<file path="src/rtl/mem_bus_arbiter.sv">
// mem_bus_arbiter
//   Two-master arbiter in front of the shared data-memory/GPIO space
//   (RAM below 0x80, DDR 0x80, PORT 0x81, PIN 0x82). Master 0 is the CPU,
//   master 1 a DMA/debug port. One transfer is granted per arbitration
//   cycle (round-robin on ties), optionally locked to the current owner for
//   short bursts, and completed with a one-cycle ack carrying registered
//   read data.
//
// Ports
//   clk, rst               clock; asynchronous active-low reset
//   mX_req/we/lock         master X request, write enable, burst lock
//   mX_addr/wd             master X address and write data
//   mX_ack                 one-cycle completion pulse to master X
//   mX_rd                  master X read data, valid while mX_ack=1, else 0
//   mem_we/addr/wd         memory bus driven in the arbitration cycle
//   mem_rd                 combinational memory read of mem_addr
module mem_bus_arbiter #(
  parameter int unsigned WIDTH     = 32,
  parameter int unsigned BURST_MAX = 4
) (
  input  logic             clk,
  input  logic             rst,
  input  logic             m0_req,
  input  logic             m0_we,
  input  logic             m0_lock,
  input  logic [WIDTH-1:0] m0_addr,
  input  logic [WIDTH-1:0] m0_wd,
  output logic             m0_ack,
  output logic [WIDTH-1:0] m0_rd,
  input  logic             m1_req,
  input  logic             m1_we,
  input  logic             m1_lock,
  input  logic [WIDTH-1:0] m1_addr,
  input  logic [WIDTH-1:0] m1_wd,
  output logic             m1_ack,
  output logic [WIDTH-1:0] m1_rd,
  output logic             mem_we,
  output logic [WIDTH-1:0] mem_addr,
  output logic [WIDTH-1:0] mem_wd,
  input  logic [WIDTH-1:0] mem_rd
);

  localparam int unsigned CW = $clog2(BURST_MAX + 1);

  typedef enum logic {
    ARB = 1'b0,
    ACK = 1'b1
  } state_t;

  state_t          state;
  logic            owner;
  logic            rr_last;
  logic            lock_pend;   // owner's lock as sampled in the last ACK
  logic [CW-1:0]   lock_cnt;    // locked grants taken in the current burst
  logic [WIDTH-1:0] rd_q;

  logic             any_req;
  logic             own_req;
  logic             owner_lock;
  logic             lock_ok;
  logic             grant;
  logic             win;
  logic             win_we;
  logic [WIDTH-1:0] win_addr;
  logic [WIDTH-1:0] win_wd;

  assign any_req    = m0_req | m1_req;
  assign own_req    = owner ? m1_req  : m0_req;
  assign owner_lock = owner ? m1_lock : m0_lock;

  // A locked owner keeps the bus only while it is still requesting and has
  // not yet used up its burst allowance.
  assign lock_ok = lock_pend && own_req && (lock_cnt < CW'(BURST_MAX));

  always_comb begin
    win = 1'b0;
    if (lock_ok)
      win = owner;
    else if (m0_req && !m1_req)
      win = 1'b0;
    else if (m1_req && !m0_req)
      win = 1'b1;
    else
      win = ~rr_last;
  end

  assign win_we   = win ? m1_we   : m0_we;
  assign win_addr = win ? m1_addr : m0_addr;
  assign win_wd   = win ? m1_wd   : m0_wd;

  // The bus is combinational in ARB; rst gates it so nothing reaches the
  // memory while reset is held with requests pending.
  assign grant    = rst && (state == ARB) && any_req;
  assign mem_we   = grant && win_we;
  assign mem_addr = grant ? win_addr : '0;
  assign mem_wd   = grant ? win_wd   : '0;

  assign m0_rd = m0_ack ? rd_q : '0;
  assign m1_rd = m1_ack ? rd_q : '0;

  always_ff @(posedge clk or negedge rst) begin
    if (!rst) begin
      state     <= ARB;
      owner     <= 1'b0;
      rr_last   <= 1'b1;
      lock_pend <= 1'b0;
      lock_cnt  <= '0;
      rd_q      <= '0;
      m0_ack    <= 1'b0;
      m1_ack    <= 1'b0;
    end else begin
      case (state)
        ARB: begin
          if (any_req) begin
            rd_q    <= mem_rd;
            owner   <= win;
            rr_last <= win;
            m0_ack  <= ~win;
            m1_ack  <= win;
            state   <= ACK;
            // Counting locked grants here (rather than lock samples) makes
            // the cap mean "initial grant plus BURST_MAX locked grants".
            // At the cap with the other master idle the count is held.
            if (lock_ok)
              lock_cnt <= lock_cnt + 1'b1;
            else if (!(lock_pend && own_req && (win == owner)))
              lock_cnt <= '0;
          end else begin
            // Owner dropped its request: the lock is released.
            lock_pend <= 1'b0;
            lock_cnt  <= '0;
          end
        end
        ACK: begin
          m0_ack    <= 1'b0;
          m1_ack    <= 1'b0;
          lock_pend <= owner_lock;
          if (!owner_lock)
            lock_cnt <= '0;
          state <= ARB;
        end
        default: state <= ARB;
      endcase
    end
  end

endmodule

</file>
<file path="config.mk">
export PLATFORM = sky130hd
export DESIGN_NAME = mem_bus_arbiter
export DESIGN_NICKNAME = d
export VERILOG_FILES = /design/src/rtl/mem_bus_arbiter.sv
export SDC_FILE = /design/constraint.sdc
export NUM_CORES = 1
export LEC_CHECK = 0
export ABC_AREA = 1
export BUFFER_PORTS_ARGS = -buffer_cell sky130_fd_sc_hd__buf_2
export CORE_AREA = 4 4 113 115
export DETAILED_ROUTE_END_ITERATION = 8
export DIE_AREA = 0 0 117 119
export GPL_ROUTABILITY_DRIVEN = 0
export SLEW_MARGIN = 20
export SYNTH_ARGS = -nofsm -noshare
export SYNTH_HDL_FRONTEND = slang
export SYNTH_SLANG_ARGS = --single-unit
</file>
<file path="constraint.sdc">
create_clock -name clk -period 2.93 [get_ports clk]
set_input_delay 0.586 -clock clk [delete_from_list [all_inputs] [get_ports clk]]
set_output_delay 0.586 -clock clk [all_outputs]
set_load 0.03 [all_outputs]
</file>
**Yosys cells after proc, flatten, opt, wreduce, memory -nomap -nowiden**

Index checks and enable logic that the tools add are counted.

- Add/subtract/negate cells: 1
- Eq/ne operators: 5
- Reductions and logical operators: 12
- Muxes and demuxes: 25
- Bitwise operators: 4
- $lt $le $gt $ge: 1

Operators by type and width:

| kind | count |
|---|---|
| 2-to-1 mux 32 bit | 6 |
| 2-to-1 mux 3 bit | 4 |
| 2-to-1 mux 1 bit | 10 |
| logical AND 1 bit | 8 |
| case mux 1 bit (2 select lines) | 4 |
| != test 2 bit (second input constant) | 3 |
| case mux 3 bit (2 select lines) | 1 |
| != test 4 bit (second input constant) | 1 |
| AND reduction 2 bit | 2 |
| adder 3 x 1 -> 3 bit (second input constant) | 1 |
| < comparator 3 bit (second input constant) | 1 |
| inverter 1 bit | 3 |
| zero test 1 bit | 2 |
| equality test 1 bit | 1 |
| OR 1 bit | 1 |

- Logic and storage cells: 56
- Bits in registers: 41
- Bits of input ports: 168
- Output and inout bits: 131

**Longest topological paths before layout**

Gate-level depths: netlist of the first run.

- Depth in word-level cells: 11
- Gate-level depth with buffers: 11
- Mapped depth without buffers: 10

**Least setup slack after synthesis of the first run**

OpenSTA, ideal clock, no wires.

- Path kind: in2out
- Start: input m1_req
- End: output mem_addr[12]
- Arrival time: 1.765 ns
- Buffers on the path: 2
- Stages: 10
- Setup slack: 0.579 ns
- Data required time: 2.344 ns
- Cells stage by stage: nand2_1 -> nand2_2 -> nand3_4 -> nand2_2 -> o21ai_4 -> inv_2 -> buf_12 -> buf_12 -> nor2_2 -> nor2_1

- Longest elaborated chain between the ends: 6
- Elaborated cells between the ends (all ways): 13
- Those cells by class: 6 x mux; 1 x bitwise; 6 x reduce/logical

RTL lines:

| what | RTL line | text |
|---|---|---|
| from (decl) | 30 | `input logic m1_req,` |
| logical AND 1 bit, or another cell as far along | 81 | `else if (m1_req && !m0_req)` |
| 2-to-1 mux 1 bit, or another cell as far along | 81 |  |
| 2-to-1 mux 1 bit or logical AND 1 bit (tied branches) | 79, 73 |  |
| 2-to-1 mux 1 bit | 77 | `if (lock_ok)` |
| 2-to-1 mux 32 bit | 88 | `assign win_addr = win ? m1_addr : m0_addr;` |
| 2-to-1 mux 32 bit * | 95 | `assign mem_addr = grant ? win_addr : '0;` |
| to (decl) | 38 | `output logic [WIDTH-1:0] mem_addr,` |

Mark *: on every way between the ends. The rest lies on a longest branch, timed or not.

**Worst setup path in the final report of the first run**

- Start: register state
- End: output mem_addr[9]

- Longest elaborated chain between the ends: 4

RTL lines:

| what | RTL line | text |
|---|---|---|
| from (decl) | 50 | `state_t state;` |
| from (signal assigned) | 103 | `state <= ARB;` |
| from (signal assigned) | 120 | `state <= ACK;` |
| from (signal assigned) | 140 | `state <= ARB;` |
| inverter 1 bit (no source line) | - |  |
| logical AND 1 bit (2 in series) | 93 | `assign grant = rst && (state == ARB) && any_req;` |
| 2-to-1 mux 32 bit | 95 |  |

No other way between the ends.

==> results of run 1 <==
==> placed cells by master, fill, tap and decap left out, drive strengths merged <==
master and instances:
ha 1, dfrtp 40, nand2 183, clkbuf 7, nand3 7, nor2 139, inv 73, diode 1
o21ai 70, dfstp 1, buf 314
==> how the worst max path moves through the flow <==
stage,from,endpoint,slack (ns),depth (start not counted)
6_report,state,mem_addr[9],0.22,7
5_1_grt,state,mem_addr[4],0.04,7
4_1_cts,m0_req,mem_addr[10],0.03,7
3_5_place_dp,m0_req,mem_addr[10],0.03,7
3_3_place_gp,m0_req,mem_we,0.03,7
2_1_floorplan,m1_req,mem_addr[12],0.58,10
==> power by group <==
part           switching, mW  internal (mW)  total [mW]
Sequential            0.0993          0.677       0.776
Clock                  0.209          0.335       0.544
Combinational           1.39          0.622        2.01
Total                   1.70           1.63        3.33
==> synthesized netlist by cell type, drive strengths merged <==
cell / count
inv: 73
buf: 18
clkbuf: 18
nand3: 7
dfrtp: 40
nor2: 138
nand2: 183
ha: 1
dfstp: 1
o21ai: 70
==> repair_timing <==
item	in CTS	in global routing
hold buffers	0	0
resized for setup	0	3
endpoints found under the setup margin	0	36
hold endpoints to repair	0	0
==> routing by layer <==
metal | share of wire [%] | wire, um | global-route usage (%) | vias up
li1 | - | - | - | 2200
met1 | 39 | 5290 | 21.7 | 1790
met3 | 11 | 1540 | 5.08 | 18
met2 | 47 | 6340 | 30.6 | 193
met5 | 0.052 | 7 | 0 | -
met4 | 2.0 | 265 | 4.87 | 2
==> registers in the layout, indices dropped and copies added (netlist names) <==
register and count:
rd_q 32, lock_cnt 3, lock_pend 1, m0_ack 1, m1_ack 1, owner 1, rr_last 1, state 1
==> cells by family after synthesis <==
family | after synthesis | share of synthesized area [%]
and+or+nand+nor | 328 | 41.6
buffers and inverters | 109 | 16.4
AOI/OAI and AO/OA | 70 | 10.9
DFF | 41 | 30.8
adders and majority gates | 1 | 0.375
==> stage by stage <==
stage	hold slack, ns	std cells	power (mW)	cell area, um^2	utilization, %
2_1_floorplan	0.290	549	2.30	3330	-
3_3_place_gp	0.471	974	2.81	4920	41.6
3_5_place_dp	0.481	974	2.81	4920	41.6
4_1_cts	0.431	981	3.37	5060	42.8
5_1_grt	0.447	983	3.60	5070	43.0
6_report	0.402	983	3.33	5070	43.0
==> area by class of cell <==
class,instances,area [um^2],share of cell area (%)
Antenna cell,1,2.50,0.0493
Clock buffer,7,143,2.81
Inverter,73,277,5.45
Multi-Input combinational cell,400,1780,35.1
Sequential cell,41,1030,20.2
Tap cell,147,184,3.62
Timing Repair Buffer,314,1660,32.7
==> reports/qor.yml, run 1 <==
synth:
  syn_area_per_cell_um2: 6.07
  synth_seq_cells: 41
  yosysUniqueCellTypes: 20
  synth_area_leaders: "dfrtp_1, nand2_1, nor2_1"
  netlist_area_mm2: 0.00333
  yosys.area.top_type: "dfrtp_1"
  synth.net_count: 718
  ys_seq_area_share_pct: 30.8
  synth_cells: 549
  synth_top_area_share_pct: 30.0
  yosys_warnings: 0
power:
  powerDensity_mw_per_mm2: 657
  leakagePower_nw: 3.46
  ir_drop_v: 0.000353
drt:
  firstDrtPassIters: 4
  wire_per_inst_um: 13.7
  num_vias: 4203
  routed_wl_um: 13400
  via_per_inst: 4.28
  ant_nets: 0
  drc: 0
  drtIter0Drc: 212
final_layout:
  syn_to_final_growth_pct: 52.3
  num-nets-final: 1004
  drive_gt1_share_pct: 45.6
  fill_cells: 1305
floorplan:
  io_pins: 299
  die_w_um: 117
  die_height_um: 119
  start_util_pct: 28.2
  rows: 40
  die-area_mm2: 0.0139
  coreArea_mm2: 0.0118
clock_tree:
  insertion_delay_ns: 0.28
  cts_root_buf: "clkbuf_16"
  clkTransAtPathRegs_ns: 0.06
  cts_tree: "yes"
  clk_path_buf_depth: 2
  h-tree-depth: 2
  numCtsBuffers: 5
  clock_sinks: 41
  post-cts-setup-buffers: 0
placement:
  dp_hpwl_um: 10500
  port_buffers: 298
  dp_slack_ns: 0.0309
global_routing:
  grt.overflow.total: 0
  grt_pass1_wl_um: 20100
  grt_pass1_vias: 3917
  grt_util_all_layers_pct: 17.9
  antenna_found_initial: 2
  grt_max_degree: 68
timing:
  min_period_over_period_pct: 92.5
  maxSlewViolCount: 0
  rsz0062_at_grt: "no"
  timing.setup.tns_ns: 0
  setup_viol_count_final: 0
  finalHoldViolCount: 0
  tightest_slew_ns: 0.652
  relSlewSlack_pct: 56.5
  layout_min_cycle_time_ns: 2.71
  layout_setup_ws_ns: 0.219
  fmax_mhz: 369
  skew_ns: 0.00222
worst_setup_path:
  cp_cell_sequence: "inv_1 > nand2_1 > nor2_4 > buf_4 > o21ai_0 > nor2_1 > buf_2"
  worst-r2r-cell-count: 8
  worstPathMaxFanout: 26
  worstSetupPathType: "flip-flop to primary output"
  cp.required_ns: 2.34
  slowest_stage: "nor2_4"
  crit_arrival_ns: 2.12
  r2r_start: "owner"
  cpLargestDelayFamily: "simple AND/OR/NAND/NOR gates"
  crit_path_max_incr_delay_ns: 0.53
  cp_num_buf_inv: 3
  r2r-end: "rr_last"
  start_kind: "flip-flop"
  cp-end-kind: "primary output"
  reg2reg_slack_ns: 1.32
status:
  status: "completed"
flow_run:
  maxCapViolations: 0
min_path:
  min_path_type: "input pin to async pin"
Note: power is estimated with default switching activity, not from simulation.
==> inputs of run 2 (changes only) <==
CORE_AREA = 4 4 114 116   (was 4 4 113 115)
DIE_AREA = 0 0 118 120   (was 0 0 117 119)
clock period = 2.7 ns   (was 2.93 ns; I/O delays follow)
==> run 2 against run 1 <==
  * Non-clock buffer count is 1 higher
  * Total power is 12% higher
  * Combinational power is 11% higher
  * Worst hold slack worse by 0.051 ns
  * Wire length is 4.2% higher
  * Count of clock-buffer cells in the layout is 1 lower
  * Core utilization is 0.26 points higher
  * Clock skew is 0.0053 ns higher
  * Clock power is 23% higher
  * First-iteration DRC count is 50% higher
  * Largest power group unchanged
==> reports/qor.yml, run 2 (synthesis results as in run 1) <==
final_layout:
  num-nets-final: 1005  # was 1,004
  final_cell_mix: "buf_2, nand2_1, nor2_1, inv_1, nor2_2"  # unchanged
  drive_gt1_share_pct: 46.0  # was 45.6%
  reg_top3: "rd_q x32, lock_cnt x3"  # unchanged
  regMostFlops: "rd_q"  # unchanged
  mostFrequentLayoutCell: "buf_2"  # unchanged
  syn_to_final_growth_pct: 54.5  # was 52.3%
  fin_area_mm2: 0.00515  # was 0.00507 mm^2
  multi_input_area_mm2: 0.00178  # unchanged
  regArea_mm2: 0.00103  # unchanged
  fill_cells: 1297  # was 1,305
  num_antenna_cells: 0  # was 1
  largest_reg_flops: 32  # unchanged
  final_util_pct: 43.2  # was 43.0%
clock_tree:
  cts_root_buf: "clkbuf_16"  # unchanged
  clock_sinks: 41  # unchanged
  insertion_delay_ns: 0.28  # about the same
  clk_path_buf_depth: 2  # unchanged
  numCtsBuffers: 5  # unchanged
  cts_hold_buf: 0  # unchanged
  clkTransAtPathRegs_ns: 0.06  # about the same
  post-cts-setup-buffers: 0  # unchanged
  cts_tree: "yes"  # unchanged
  h-tree-depth: 2  # unchanged
worst_setup_path:
  critPathCapture: "mem_wd[21]"  # was mem_addr[9]
  cp-end-kind: "primary output"  # unchanged
  worst-r2r-cell-count: 8  # unchanged
  worstSetupPathType: "flip-flop to primary output"  # unchanged
  r2r-end: "owner"  # was rr_last
  critPathLaunch: "owner"  # was state
  r2r_start: "owner"  # unchanged
  slowest_stage: "dfrtp_1"  # was nor2_4
  worstPathMaxFanout: 14  # was 26
  cp.required_ns: 2.16  # was 2.34 ns
  crit_arrival_ns: 2.07  # was 2.12 ns
  crit_path_frequent_cell: "nand2_2"
  start_kind: "flip-flop"  # unchanged
  cp_cell_sequence: "inv_2 > nand2_2 > nand2_2 > nand3_4 > nand2_2 > o21ai_4 > inv_4 > buf_6 > nor2_2 > nor2_1 > clkbuf_4"  # was inv_1 > nand2_1 > nor2_4 > buf_4 > o21ai_0 > nor2_1 > buf_2
  crit_path_max_incr_delay_ns: 0.42  # was 0.53 ns
  reg2reg_slack_ns: 1.11  # was 1.32 ns
floorplan:
  die-area_mm2: 0.0142  # was 0.0139 mm^2
  rows: 40  # unchanged
  start_util_pct: 28.0  # was 28.2%
  die_height_um: 120  # was 119 um
  die_w_um: 118  # was 117 um
  coreArea_mm2: 0.0119  # was 0.0118 mm^2
  io_pins: 299  # unchanged
placement:
  dp_hpwl_um: 11000  # was 10,500 um
  dpl_cell_area_mm2: 0.00489  # was 0.00492 mm^2
  port_buffers: 298  # unchanged
timing:
  maxSlewViolCount: 0  # unchanged
  min_period_over_period_pct: 96.7
  relSlewSlack_pct: 60.7  # was 56.5%
  rsz0062_at_grt: "yes"  # was no
  fmax_mhz: 383
  finalHoldViolCount: 0  # unchanged
  timing.setup.tns_ns: 0  # unchanged
  setup_viol_count_final: 0  # unchanged
  layout_min_cycle_time_ns: 2.61
  skew_ns: 0.00748  # was 0.00222 ns
  tightest_slew_ns: 0.589  # was 0.652 ns
global_routing:
  grt_util_all_layers_pct: 18.2  # was 17.9%
  grt.overflow.total: 0  # unchanged
  grt_pass1_vias: 3921  # was 3,917
  grt_pass1_wl_um: 21100  # was 20,100 um
  grt_max_degree: 42  # was 68
  antenna_found_initial: 1  # was 2
flow_run:
  maxCapViolations: 0  # unchanged
drt:
  ant_nets: 0  # unchanged
  routed_wl_um: 14000  # was 13,400 um
  drc: 0  # unchanged
  drtIter0Drc: 319  # was 212
  firstDrtPassIters: 4  # unchanged
  wire_per_inst_um: 14.2  # was 13.7 um
  num_vias: 4276  # was 4,203
  via_per_inst: 4.35  # was 4.28
power:
  leakagePower_nw: 3.48  # was 3.46 nW
  ir_drop_v: 0.000382  # was 0.000353 V
  powerDensity_mw_per_mm2: 726  # was 657 mW/mm^2
  totalPowerFinal_mw: 3.74  # was 3.33 mW
min_path:
  min_path_type: "input pin to async pin"  # unchanged
status:
  status: "completed"  # unchanged
## run 2: cell types whose count changed in the layout (fill, tap and decap cells not counted), moves of 2 or more
cell      before  now
buf_4         12   16
clkbuf_4       0    6
nor2_2        51   54
buf_2        298  287
nor2_1        86   84
## run 2: worst max-delay path, delay by kind of cell, from the launching register on
family                 cells  cell delay (ns)
buffers and inverters      4             0.73
AND/OR/NAND/NOR            6             0.54
flip-flops                 1             0.42
AO/OA/AOI/OAI              1             0.09
## run 2: how the worst min path moves through the flow
stage,cells past startpoint,slack (ns),to
floorplan,0,0.24,lock_cnt[0]
global placement,2,0.46,lock_cnt[1]
detailed placement,1,0.47,state
CTS,2,0.37,rd_q[30]
global route,2,0.40,rd_q[28]
finish,2,0.35,rd_q[28]
## run 2: stage by stage
stage | hold WS (ns) | instances | worst slack (ns)
finish | 0.351 | 984 | 0.0878
CTS | 0.374 | 982 | 0.00288
global placement | 0.464 | 973 | -0.181
floorplan | 0.244 | 549 | 0.441
global route | 0.404 | 984 | -0.0488
detailed placement | 0.466 | 974 | 0.0415
## run 2: timing repair
item	in CTS	in global routing
pin swaps	0	1
resized for setup	2	22
setup endpoints to repair	2	59
gates cloned	0	2
## run 2: final cells by class
class                      instances  share of cell area, %
sequential                        41                   20.0
clock buffer                       6                   2.50
timing repair buffer             315                   33.3
inverter                          73                   5.37
multi-input combinational        400                   34.6
tap                              147                   3.57
clock inverter                     2                  0.753
## run 2: power breakdown
group / internal [mW] / leakage (nW) / switching [mW]
Sequential: 0.735 / 0.505 / 0.0965
Clock: 0.438 / 0.0810 / 0.229
Combinational: 0.678 / 2.90 / 1.56
## run 2: layer usage
layer	part of all wire [%]	up-vias	track usage (%)
met5	0.071	-	0
met4	0.54	2	2.78
met3	9.1	6	5.14
met2	49	204	31.3
met1	41	1862	23.3
li1	-	2202	-
==> inputs of run 3 (changes only) <==
==> constraint.sdc (replaced) <==
create_clock -name clk -period 2.7 [get_ports clk]
set_input_delay 0.27 -clock clk [delete_from_list [all_inputs] [get_ports clk]]
set_output_delay 0.27 -clock clk [all_outputs]
set_load 0.03 [all_outputs]
==> run 3 against run 2 <==
  * Clock power fell by 12%
  * First-iteration DRC count fell by 22%
  * Wire length fell by 3.0%
  * Core utilization fell by 1.2 points
  * Count of clock-buffer cells in the layout rose by 1
==> reports/qor.yml, run 3 (synthesis results as in run 1) <==
floorplan:
  die_w_um: 118  # unchanged
  die_height_um: 120  # unchanged
  start_util_pct: 28.0  # unchanged
  coreArea_mm2: 0.0119  # unchanged
  rows: 40  # unchanged
  die-area_mm2: 0.0142  # unchanged
  io_pins: 299  # unchanged
placement:
  dp_cells: 968  # was 974
  port_buffers: 298  # unchanged
  dp_hpwl_um: 10700  # was 11,000 um
global_routing:
  grt.overflow.total: 0  # unchanged
  grt_util_all_layers_pct: 18.1  # was 18.2%
  grt_pass1_wl_um: 20800  # was 21,100 um
  grt_max_degree: 51  # was 42
  grt_pass1_vias: 3933  # was 3,921
  antenna_found_initial: 2  # was 1
status:
  status: "completed"  # unchanged
clock_tree:
  h-tree-depth: 2  # unchanged
  clock_sinks: 41  # unchanged
  cts_hold_buf: 0  # unchanged
  cts_root_buf: "clkbuf_16"  # unchanged
  cts_tree: "yes"  # unchanged
  post-cts-setup-buffers: 0  # unchanged
  cts.repair.resized: 0  # was 2
  clkTransAtPathRegs_ns: 0.06  # about the same
  clk_path_buf_depth: 2  # unchanged
  insertion_delay_ns: 0.28  # about the same
  numCtsBuffers: 5  # unchanged
timing:
  relSlewSlack_pct: 48.3  # was 60.7%
  finalHoldViolCount: 0  # unchanged
  maxSlewViolCount: 0  # unchanged
  setup_viol_count_final: 0  # unchanged
  skew_ns: 0.00443  # was 0.00748 ns
  layout_min_cycle_time_ns: 2.41  # was 2.61 ns
  tightest_slew_ns: 0.775  # was 0.589 ns
  rsz0062_at_grt: "no"  # was yes
  min_period_over_period_pct: 89.3  # was 96.7%
  timing.setup.tns_ns: 0  # unchanged
  fmax_mhz: 415  # was 383 MHz
final_layout:
  drive_gt1_share_pct: 45.2  # was 46.0%
  mostFrequentLayoutCell: "buf_2"  # unchanged
  num-nets-final: 997  # was 1,005
  fill_cells: 1303  # was 1,297
  regMostFlops: "rd_q"  # unchanged
  reg_top3: "rd_q x32, lock_cnt x3"  # unchanged
  syn_to_final_growth_pct: 50.1  # was 54.5%
  finalNonFillerCells: 975  # was 984
  largest_reg_flops: 32  # unchanged
  final_cell_mix: "buf_2, nand2_1, nor2_1, inv_1, nor2_2"  # unchanged
  num_antenna_cells: 0  # unchanged
drt:
  routed_wl_um: 13600  # was 14,000 um
  via_per_inst: 4.30  # was 4.35
  firstDrtPassIters: 5  # was 4
  num_vias: 4194  # was 4,276
  drtIter0Drc: 248  # was 319
  wire_per_inst_um: 13.9  # was 14.2 um
  drc: 0  # unchanged
  ant_nets: 0  # unchanged
flow_run:
  maxCapViolations: 0  # unchanged
worst_setup_path:
  cp.required_ns: 2.43  # was 2.16 ns
  worst-r2r-cell-count: 8  # unchanged
  r2r-end: "rr_last"  # was owner
  start_kind: "flip-flop"  # unchanged
  crit_arrival_ns: 2.14  # was 2.07 ns
  worstPathMaxFanout: 25  # was 14
  reg2reg_slack_ns: 1.13  # was 1.11 ns
  r2r_start: "owner"  # unchanged
  cp-end-kind: "primary output"  # unchanged
  worstSetupPathType: "flip-flop to primary output"  # unchanged
power:
  leakagePower_nw: 3.43  # was 3.48 nW
  ir_drop_v: 0.000385  # was 0.000382 V
  powerDensity_mw_per_mm2: 707  # was 726 mW/mm^2
min_path:
  min_path_type: "input pin to async pin"  # unchanged
==> run 3: worst max-delay path: stages (launching register included) <==
cell and delay [ns]:
dfrtp_1 0.41, inv_2 0.12, nand2_2 0.06, nand2_2 0.08
nand3_4 0.10, nand2_2 0.09, o21ai_4 0.06, inv_2 0.23
buf_12 0.24, nor2_1 0.06, nor2_1 0.16, buf_2 0.23
==> run 3: cell type report <==
| class | count | area (um^2) | share of cell area (%) |
|---|---|---|---|
| clock buffers | 7 | 143 | 2.85 |
| inverters | 73 | 274 | 5.48 |
| well taps | 147 | 184 | 3.68 |
| repair buffers | 308 | 1600 | 32.1 |
| flip-flops and latches | 41 | 1030 | 20.5 |
| multi-input cells | 399 | 1770 | 35.4 |
==> run 3: worst max-delay path by stage <==
| stage | from | endpoint | slack [ns] |
|---|---|---|---|
| 2_1_floorplan | owner | mem_addr[12] | 0.76 |
| 3_3_place_gp | owner | mem_addr[31] | 0.56 |
| 3_5_place_dp | owner | mem_addr[31] | 0.51 |
| 4_1_cts | owner | mem_addr[31] | 0.20 |
| 5_1_grt | owner | mem_addr[31] | 0.12 |
| 6_report | owner | mem_addr[31] | 0.29 |
==> run 3: metal layers <==
layer	up-vias	part of all wire (%)	track usage, %	wire, um
li1	2182	-	-	-
met1	1809	41	21.9	5570
met2	185	48	31.8	6570
met3	14	9.4	6.08	1280
met4	4	0.95	3.30	129
met5	-	0.20	0	27
==> run 3: per-stage QoR <==
stage                     cell area, um^2  hold WS [ns]  power, mW  worst slack [ns]  utilization [%]
after floorplan                      3330       -0.0256       2.50             0.763                -
after detailed placement             4860         0.405       2.99             0.514             40.8
final                                5000        0.0866       3.54             0.288             42.0
after CTS                            5000         0.102       3.59             0.203             42.0
after global placement               4860         0.392       2.98             0.563             40.8
after global routing                 5000         0.137       3.81             0.120             42.0
==> run 3: where the power goes <==
group / switching (mW) / internal, mW / total (mW)
logic: 1.48 / 0.607 / 2.09
registers: 0.125 / 0.734 / 0.859
clock network: 0.225 / 0.363 / 0.588
